## src/rtl/audio_tone_if.sv

```systemverilog
// rtl/audio_tone_if.sv - command and speaker signal bundle for the tone player
//
// Purpose: groups the held audio command word, the mute control and the
// speaker/status outputs so the player and its driver share one port.
//
// Signals:
//   audio_cmd  [15:0]  held command word: [15:12] duration D, [11:0] half-period P
//   mute               forces the speaker low without touching timing
//   speaker            square-wave output
//   busy               high while a note or rest is in progress
//   note_done          one-cycle pulse when a timed note ends naturally
//
// Modports:
//   master  drives audio_cmd/mute, observes the outputs (CPU / memory side)
//   slave   the tone player itself

interface audio_tone_if;
    logic [15:0] audio_cmd;
    logic        mute;
    logic        speaker;
    logic        busy;
    logic        note_done;

    modport master (
        output audio_cmd,
        output mute,
        input  speaker,
        input  busy,
        input  note_done
    );

    modport slave (
        input  audio_cmd,
        input  mute,
        output speaker,
        output busy,
        output note_done
    );
endinterface

```

## src/rtl/audio_tone_player.sv

```systemverilog
// rtl/audio_tone_player.sv - square-wave tone generator driven by a held command word
//
// Purpose: watches the memory-mapped audio command register, starts a new
// note whenever the word changes, and drives a 1-bit speaker line. Notes are
// timed (D = 1..15 ticks) or sustained (D = 0); P = 0 is a rest.
//
// Ports:
//   clk    system clock, rising edge
//   reset  synchronous, active-high
//   bus    audio_tone_if.slave: audio_cmd, mute in; speaker, busy, note_done out
//
// Parameters:
//   PITCH_UNIT   clock cycles per pitch unit
//   TICK_CYCLES  clock cycles per duration tick

module audio_tone_player #(
    parameter int PITCH_UNIT  = 50,
    parameter int TICK_CYCLES = 3125000
) (
    input  logic        clk,
    input  logic        reset,
    audio_tone_if.slave bus
);

    localparam int PW = (PITCH_UNIT  > 1) ? $clog2(PITCH_UNIT)  : 1;
    localparam int TW = (TICK_CYCLES > 1) ? $clog2(TICK_CYCLES) : 1;
    localparam logic [PW-1:0] PS_LAST = PW'(PITCH_UNIT - 1);
    localparam logic [TW-1:0] TK_LAST = TW'(TICK_CYCLES - 1);

    typedef enum logic [1:0] {
        IDLE    = 2'd0,
        PLAY    = 2'd1,
        SUSTAIN = 2'd2
    } state_t;

    state_t        state;
    state_t        state_next;

    // cmd_prev doubles as the latched D/P fields of the note in progress
    logic [15:0]   cmd_prev;
    logic [PW-1:0] prescale;
    logic [11:0]   half_cnt;
    logic [TW-1:0] tick_cnt;
    logic [3:0]    tick_count;
    logic          tone;

    logic          change;
    logic          timed_end;
    logic [3:0]    d_cur;
    logic [11:0]   p_cur;

    assign d_cur  = cmd_prev[15:12];
    assign p_cur  = cmd_prev[11:0];
    assign change = (bus.audio_cmd != cmd_prev);

    // Last busy cycle of a timed note. A coinciding change wins, so the
    // natural end (and its note_done) is suppressed in that cycle.
    assign timed_end = (state == PLAY) && !change &&
                       (tick_cnt == TK_LAST) && (tick_count == d_cur - 4'd1);

    // State an accepted command word leads to; the all-zero word means stop.
    function automatic state_t accept_state(input logic [15:0] cmd);
        if (cmd[15:12] != 4'd0)
            return PLAY;
        else if (cmd[11:0] != 12'd0)
            return SUSTAIN;
        else
            return IDLE;
    endfunction

    // ------------------------------------------------------------------
    // FSM: state register
    // ------------------------------------------------------------------
    always_ff @(posedge clk) begin
        if (reset)
            state <= IDLE;
        else
            state <= state_next;
    end

    // ------------------------------------------------------------------
    // FSM: next-state logic
    // ------------------------------------------------------------------
    always_comb begin
        state_next = state;
        case (state)
            IDLE: begin
                if (change)
                    state_next = accept_state(bus.audio_cmd);
            end
            PLAY: begin
                if (change)
                    state_next = accept_state(bus.audio_cmd);
                else if (timed_end)
                    state_next = IDLE;
            end
            SUSTAIN: begin
                if (change)
                    state_next = accept_state(bus.audio_cmd);
            end
            default: state_next = IDLE;
        endcase
    end

    // ------------------------------------------------------------------
    // FSM: outputs
    // ------------------------------------------------------------------
    always_comb begin
        bus.busy      = (state != IDLE);
        bus.note_done = timed_end;
        // mute only gates the output; the tone register keeps its phase
        bus.speaker   = tone & ~bus.mute;
    end

    // ------------------------------------------------------------------
    // Command latch, pitch path and duration path
    // ------------------------------------------------------------------
    always_ff @(posedge clk) begin
        if (reset) begin
            cmd_prev   <= 16'd0;
            prescale   <= '0;
            half_cnt   <= 12'd0;
            tick_cnt   <= '0;
            tick_count <= 4'd0;
            tone       <= 1'b0;
        end else if (change) begin
            // Accept (or abort into) the new word: every note starts from phase zero.
            cmd_prev   <= bus.audio_cmd;
            prescale   <= '0;
            half_cnt   <= 12'd0;
            tick_cnt   <= '0;
            tick_count <= 4'd0;
            tone       <= 1'b0;
        end else if ((state == IDLE) || timed_end) begin
            prescale   <= '0;
            half_cnt   <= 12'd0;
            tick_cnt   <= '0;
            tick_count <= 4'd0;
            tone       <= 1'b0;
        end else begin
            // Pitch: one half-period is P prescaler wraps; rests never toggle.
            if (prescale == PS_LAST) begin
                prescale <= '0;
                if (p_cur != 12'd0) begin
                    if (half_cnt == p_cur - 12'd1) begin
                        half_cnt <= 12'd0;
                        tone     <= ~tone;
                    end else begin
                        half_cnt <= half_cnt + 12'd1;
                    end
                end
            end else begin
                prescale <= prescale + PW'(1);
            end

            // Duration only advances for timed notes; timed_end stops it at D-1.
            if (state == PLAY) begin
                if (tick_cnt == TK_LAST) begin
                    tick_cnt   <= '0;
                    tick_count <= tick_count + 4'd1;
                end else begin
                    tick_cnt <= tick_cnt + TW'(1);
                end
            end
        end
    end

endmodule

```

## src/flat_wrapper.sv

```systemverilog
// flat-port wrapper written by rule: the top's interface ports become plain ports
module audio_tone_player_flat 
#(
    parameter int PITCH_UNIT  = 50,
    parameter int TICK_CYCLES = 3125000
)
  (clk, reset, bus_audio_cmd, bus_mute, bus_speaker, bus_busy, bus_note_done);
  audio_tone_if bus_i ();
  input  logic clk;
  input  logic reset;
  input wire logic [$bits(bus_i.audio_cmd)-1:0] bus_audio_cmd;
  input wire logic [$bits(bus_i.mute)-1:0] bus_mute;
  output wire logic [$bits(bus_i.speaker)-1:0] bus_speaker;
  output wire logic [$bits(bus_i.busy)-1:0] bus_busy;
  output wire logic [$bits(bus_i.note_done)-1:0] bus_note_done;
  assign bus_i.audio_cmd = bus_audio_cmd;
  assign bus_i.mute = bus_mute;
  assign bus_speaker = bus_i.speaker;
  assign bus_busy = bus_i.busy;
  assign bus_note_done = bus_i.note_done;
  audio_tone_player #(.PITCH_UNIT(PITCH_UNIT), .TICK_CYCLES(TICK_CYCLES)) u_core (.clk(clk), .reset(reset), .bus(bus_i));
endmodule
```

## config.mk

```make
export PLATFORM = sky130hd
export DESIGN_NAME = audio_tone_player_flat
export DESIGN_NICKNAME = d
export VERILOG_FILES = /design/src/rtl/audio_tone_if.sv /design/src/rtl/audio_tone_player.sv /design/src/flat_wrapper.sv
export SDC_FILE = /design/constraint.sdc
export NUM_CORES = 1
export LEC_CHECK = 0
export CAP_MARGIN = 20
export CORE_MARGIN = 3
export CORE_UTILIZATION = 35
export CTS_BUF_LIST = sky130_fd_sc_hd__clkbuf_16
export DETAILED_ROUTE_END_ITERATION = 8
export PLACE_DENSITY = 0.61
export SLEW_MARGIN = 20
export SYNTH_ARGS = -nofsm -noshare
export SYNTH_HDL_FRONTEND = slang
export SYNTH_SLANG_ARGS = --single-unit
export TNS_END_PERCENT = 50
```

## constraint.sdc

```tcl
create_clock -name clk -period 2.13 [get_ports clk]
set_input_delay 0.213 -clock clk [delete_from_list [all_inputs] [get_ports clk]]
set_output_delay 0.213 -clock clk [all_outputs]
set_load 0.02 [all_outputs]
```

==> metrics.md <==
| Metric | Value |
|---|---|
| Outcome | `finished, violations left` |
| Failing checks | `setup timing` |
| Setup crit start kind | `flip-flop` |
| Final cell count without fillers | `574` |
| Wire length of the first global-routing pass | `12900 um` |
| Post-route cell area | `4530 sq um` |
| Clock Tree Root | `sky130_fd_sc_hd__clkbuf_16` |
| Die H | `103 um` |
| Period utilization | `107%` |
| Clock transition at the registers of the reported paths | `60 ps` |
| Power per cell area | `655 nW/um^2` |
| Clock buffer count from CTS | `9` |
| Yosys top cell by area | `sky130_fd_sc_hd__dfxtp_1` |
| Count of standard-cell rows | `34` |
| Clock period minus worst slack | `2270 ps` |
| Initial antenna violation count | `0` |
| Number of nets in the layout | `487` |
| FILL cells | `833` |
| Category of the worst setup path capture point | `primary output` |
| Slew @ Worst Pin | `426 ps` |
| Number of buffer and inverter instances along the worst setup path | `1` |
| Total count of hold-check failures in the final report | `0` |
| Static leakage | `1.74 nW` |
| Overall Global Routing Usage | `15.6%` |
| Layout overhead on the synthesized area | `37.9%` |
| Weighted congestion reported at the end of routability-driven placement | `0.818` |
| Area taken by multi-input logic gates | `2040 sq um` |
| Maximum net fanout on the critical path | `2` |
| Commonest register cell after synthesis | `sky130_fd_sc_hd__dfxtp_1` |
| Estimated wirelength of the detail-placed design | `5810 um` |
| Worst reg-to-reg path cell count | `9` |
| Iteration-0 DRC count of the detailed router | `84` |
| Maximum clock insertion buffer count | `2` |
| Yosys synthesis warning count | `0` |
| Number of buffers inserted by hold repair at cts | `0` |
| Full die area | `10600 sq um` |
| FFs w/ async S/R, synth | `0%` |
| Area share of the largest cell type after synthesis | `38.4%` |
| Cell with the largest stage delay on the worst path | `sky130_fd_sc_hd__or4_4` |
| Slew Limit Fails | `0` |
| Clock skew after layout | `10.8 ps` |
| Routed wirelength normalized by instance count | `13.9 um` |
| VDD IR max | `0.359 mV` |
| Area inside the core boundary | `8930 sq um` |
| Chain of cells forming the critical path | `nor4_4 > nand4_1 > or4_4 > or3_4 > nor2_4 > buf_6` |
| Clock net sink count | `63` |
| Seq cells post-synth | `63` |
| Most frequently used cell type in the post-synthesis netlist | `sky130_fd_sc_hd__dfxtp_1` |
| Final hold slack | `475 ps` |
| Depth of the worst hold-timing path | `1` |
| Worst EP required | `1920 ps` |
| CTS tree | `yes` |
| DR DRC count | `0` |
| Final setup violation count | `14` |
| Layout Utilization | `50.7%` |
| Flip-flop and latch area | `1270 sq um` |
| Post-Syn Area per Cell | `8.86 sq um` |
| Die width | `103 um` |
| Cells after DPL | `554` |
| Fraction of final layout cells sized beyond drive strength 1 | `26.8%` |
| Via/cell ratio | `4.96` |
| Crit Path Class | `flip-flop to primary output` |
| Initial core utilization | `36.8%` |
| Post-place instance area | `4090 sq um` |
| Remaining max-slew budget at the tightest pin | `71.4%` |
| Count of inserted antenna diode cells | `0` |
| Most instantiated cells after synthesis | `63 x sky130_fd_sc_hd__dfxtp_1, 55 x sky130_fd_sc_hd__nor2_1, 51 x sky130_fd_sc_hd__xor2_1` |
| Pin count of the biggest net entering global routing | `22` |
| Remaining antenna violation count after routing | `0` |
| Delay-heaviest family, CP | `simple AND/OR/NAND/NOR gates` |
| Worst EP arrival | `2060 ps` |
| Via count of the first global-routing pass | `2768` |
| Synth area leaders | `sky130_fd_sc_hd__dfxtp_1 38%, sky130_fd_sc_hd__xor2_1 14%, sky130_fd_sc_hd__nor2_1 6.3%, sky130_fd_sc_hd__xnor2_1 5.3%, sky130_fd_sc_hd__nor2b_1 3.6%` |
| Number of I/O port buffers | `21` |
| Max Clock Freq | `0.440 GHz` |
| Total length of routed wires | `7960 um` |
| Hold crit path type | `flip-flop to flip-flop` |
| Mapped cell area | `3290 sq um` |
| Remaining Overflow, GRT | `0` |
| Worst skew pair latency | `330 ps` |
| Sequential-to-total area share from yosys stat | `38.4%` |
| Number of max-capacitance violations reported | `0` |
| Number of levels the H-tree was split into | `3` |
| Syn_nets | `397` |
| Fin Setup TNS | `-1510 ps` |
| Unrepaired setup endpoints after global routing | `true` |
| Number of cells produced by synthesis | `371` |
| Cell variety after synth | `50` |
| Detailed-route via count | `2845` |
| Critical path depth in cells | `6` |
| Top-level I/O count | `22` |
| Least setup slack across all paths after layout | `-141 ps` |
| Count of TritonRoute iterations in the first routing pass | `4` |
| Biggest cell delay along the critical path | `420 ps` |
| Post-synth EDFFs | `0` |
-- cell usage in the layout, fill, tap and decap left out, types with 8 or more instances in the layout --
master | synthesis | layout
sky130_fd_sc_hd__clkbuf_16 | 0 | 9
sky130_fd_sc_hd__nand3_1 | 18 | 17
sky130_fd_sc_hd__dfxtp_1 | 63 | 59
sky130_fd_sc_hd__nand2_1 | 17 | 17
sky130_fd_sc_hd__nor2_2 | 2 | 8
sky130_fd_sc_hd__xnor2_1 | 20 | 20
sky130_fd_sc_hd__clkdlybuf4s50_1 | 0 | 20
sky130_fd_sc_hd__xor2_1 | 51 | 51
sky130_fd_sc_hd__nand4_1 | 12 | 12
sky130_fd_sc_hd__nor2b_1 | 19 | 19
sky130_fd_sc_hd__buf_4 | 1 | 65
sky130_fd_sc_hd__nor2_1 | 55 | 47
-- power breakdown --
group | switching [mW] | total [mW] | internal (mW)
Sequential | 0.0164 | 1.21 | 1.20
Combinational | 0.126 | 0.282 | 0.155
Clock | 0.568 | 1.47 | 0.905
-- worst register-to-register path, stage by stage (launching register included) --
cell	delay, ps
sky130_fd_sc_hd__dfxtp_4	360
sky130_fd_sc_hd__inv_4	60
sky130_fd_sc_hd__ha_4	130
sky130_fd_sc_hd__or4b_4	500
sky130_fd_sc_hd__nor2_4	130
sky130_fd_sc_hd__a22oi_2	70
sky130_fd_sc_hd__o311a_1	310
sky130_fd_sc_hd__and4b_2	340
sky130_fd_sc_hd__or2_4	210
sky130_fd_sc_hd__nor2_1	50
-- metrics by stage --
step                      setup slack, ps  power [mW]
after global routing                 -235        3.06
after global placement               -354        1.50
after detailed placement             -353        1.51
after CTS                            -164        2.98
final                                -141        2.97
after floorplan                     -12.6        1.38
-- area by class of cell --
cell class	count	share of cell area, %
Inverter	7	0.635
Sequential cell	63	28.0
Timing Repair Buffer	90	16.8
Clock inverter	7	1.60
Tap cell	108	2.98
Clock buffer	9	4.97
Multi-Input combinational cell	290	45.0
-- metal layers --
metal / vias to the layer above / GRT usage, % / share of wire [%]
li1: 1462 / - / -
met1: 1323 / 19.6 / 46
met2: 47 / 25.9 / 48
met3: 13 / 4.33 / 4.7
met4: 0 / 5.18 / 1.3
met5: - / 0 / 0
-- timing repair --
action                                  4_1_cts  5_1_grt
pin swaps                                     1        7
endpoints found under the setup margin       13       45
resized for setup                             9       26
hold endpoints to repair                      0        0
setup buffers                                 0        3
gates cloned                                  1        0
-- logic make-up after synthesis --
kind of cell	synth area share, %
AOI/OAI and AO/OA	5.71
xor gates and xnor gates	18.9
adders and majority gates	2.67
buffers and inverters	3.01
DFF	38.4
muxes	2.17
and+or+nand+nor	29.1
-- registers in the layout, summed over array words and instances, names as in the netlist --
signal             cells
u_core.cmd_prev       16
u_core.half_cnt       12
u_core.prescale        6
u_core.state           2
u_core.tick_cnt       22
u_core.tick_count      4
u_core.tone            1
-- path summary, 6_finish.rpt --
check	startpoint	endpoint	slack [ps]
worst max-delay path	u_core.tick_cnt[4]	bus_note_done	-140
worst min-delay path	u_core.prescale[0]	u_core.prescale[0]	470
worst max register to register	u_core.cmd_prev[1]	u_core.half_cnt[10]	-120
worst min register to register	u_core.prescale[0]	u_core.prescale[0]	470
(Power assumes the default switching activity.)
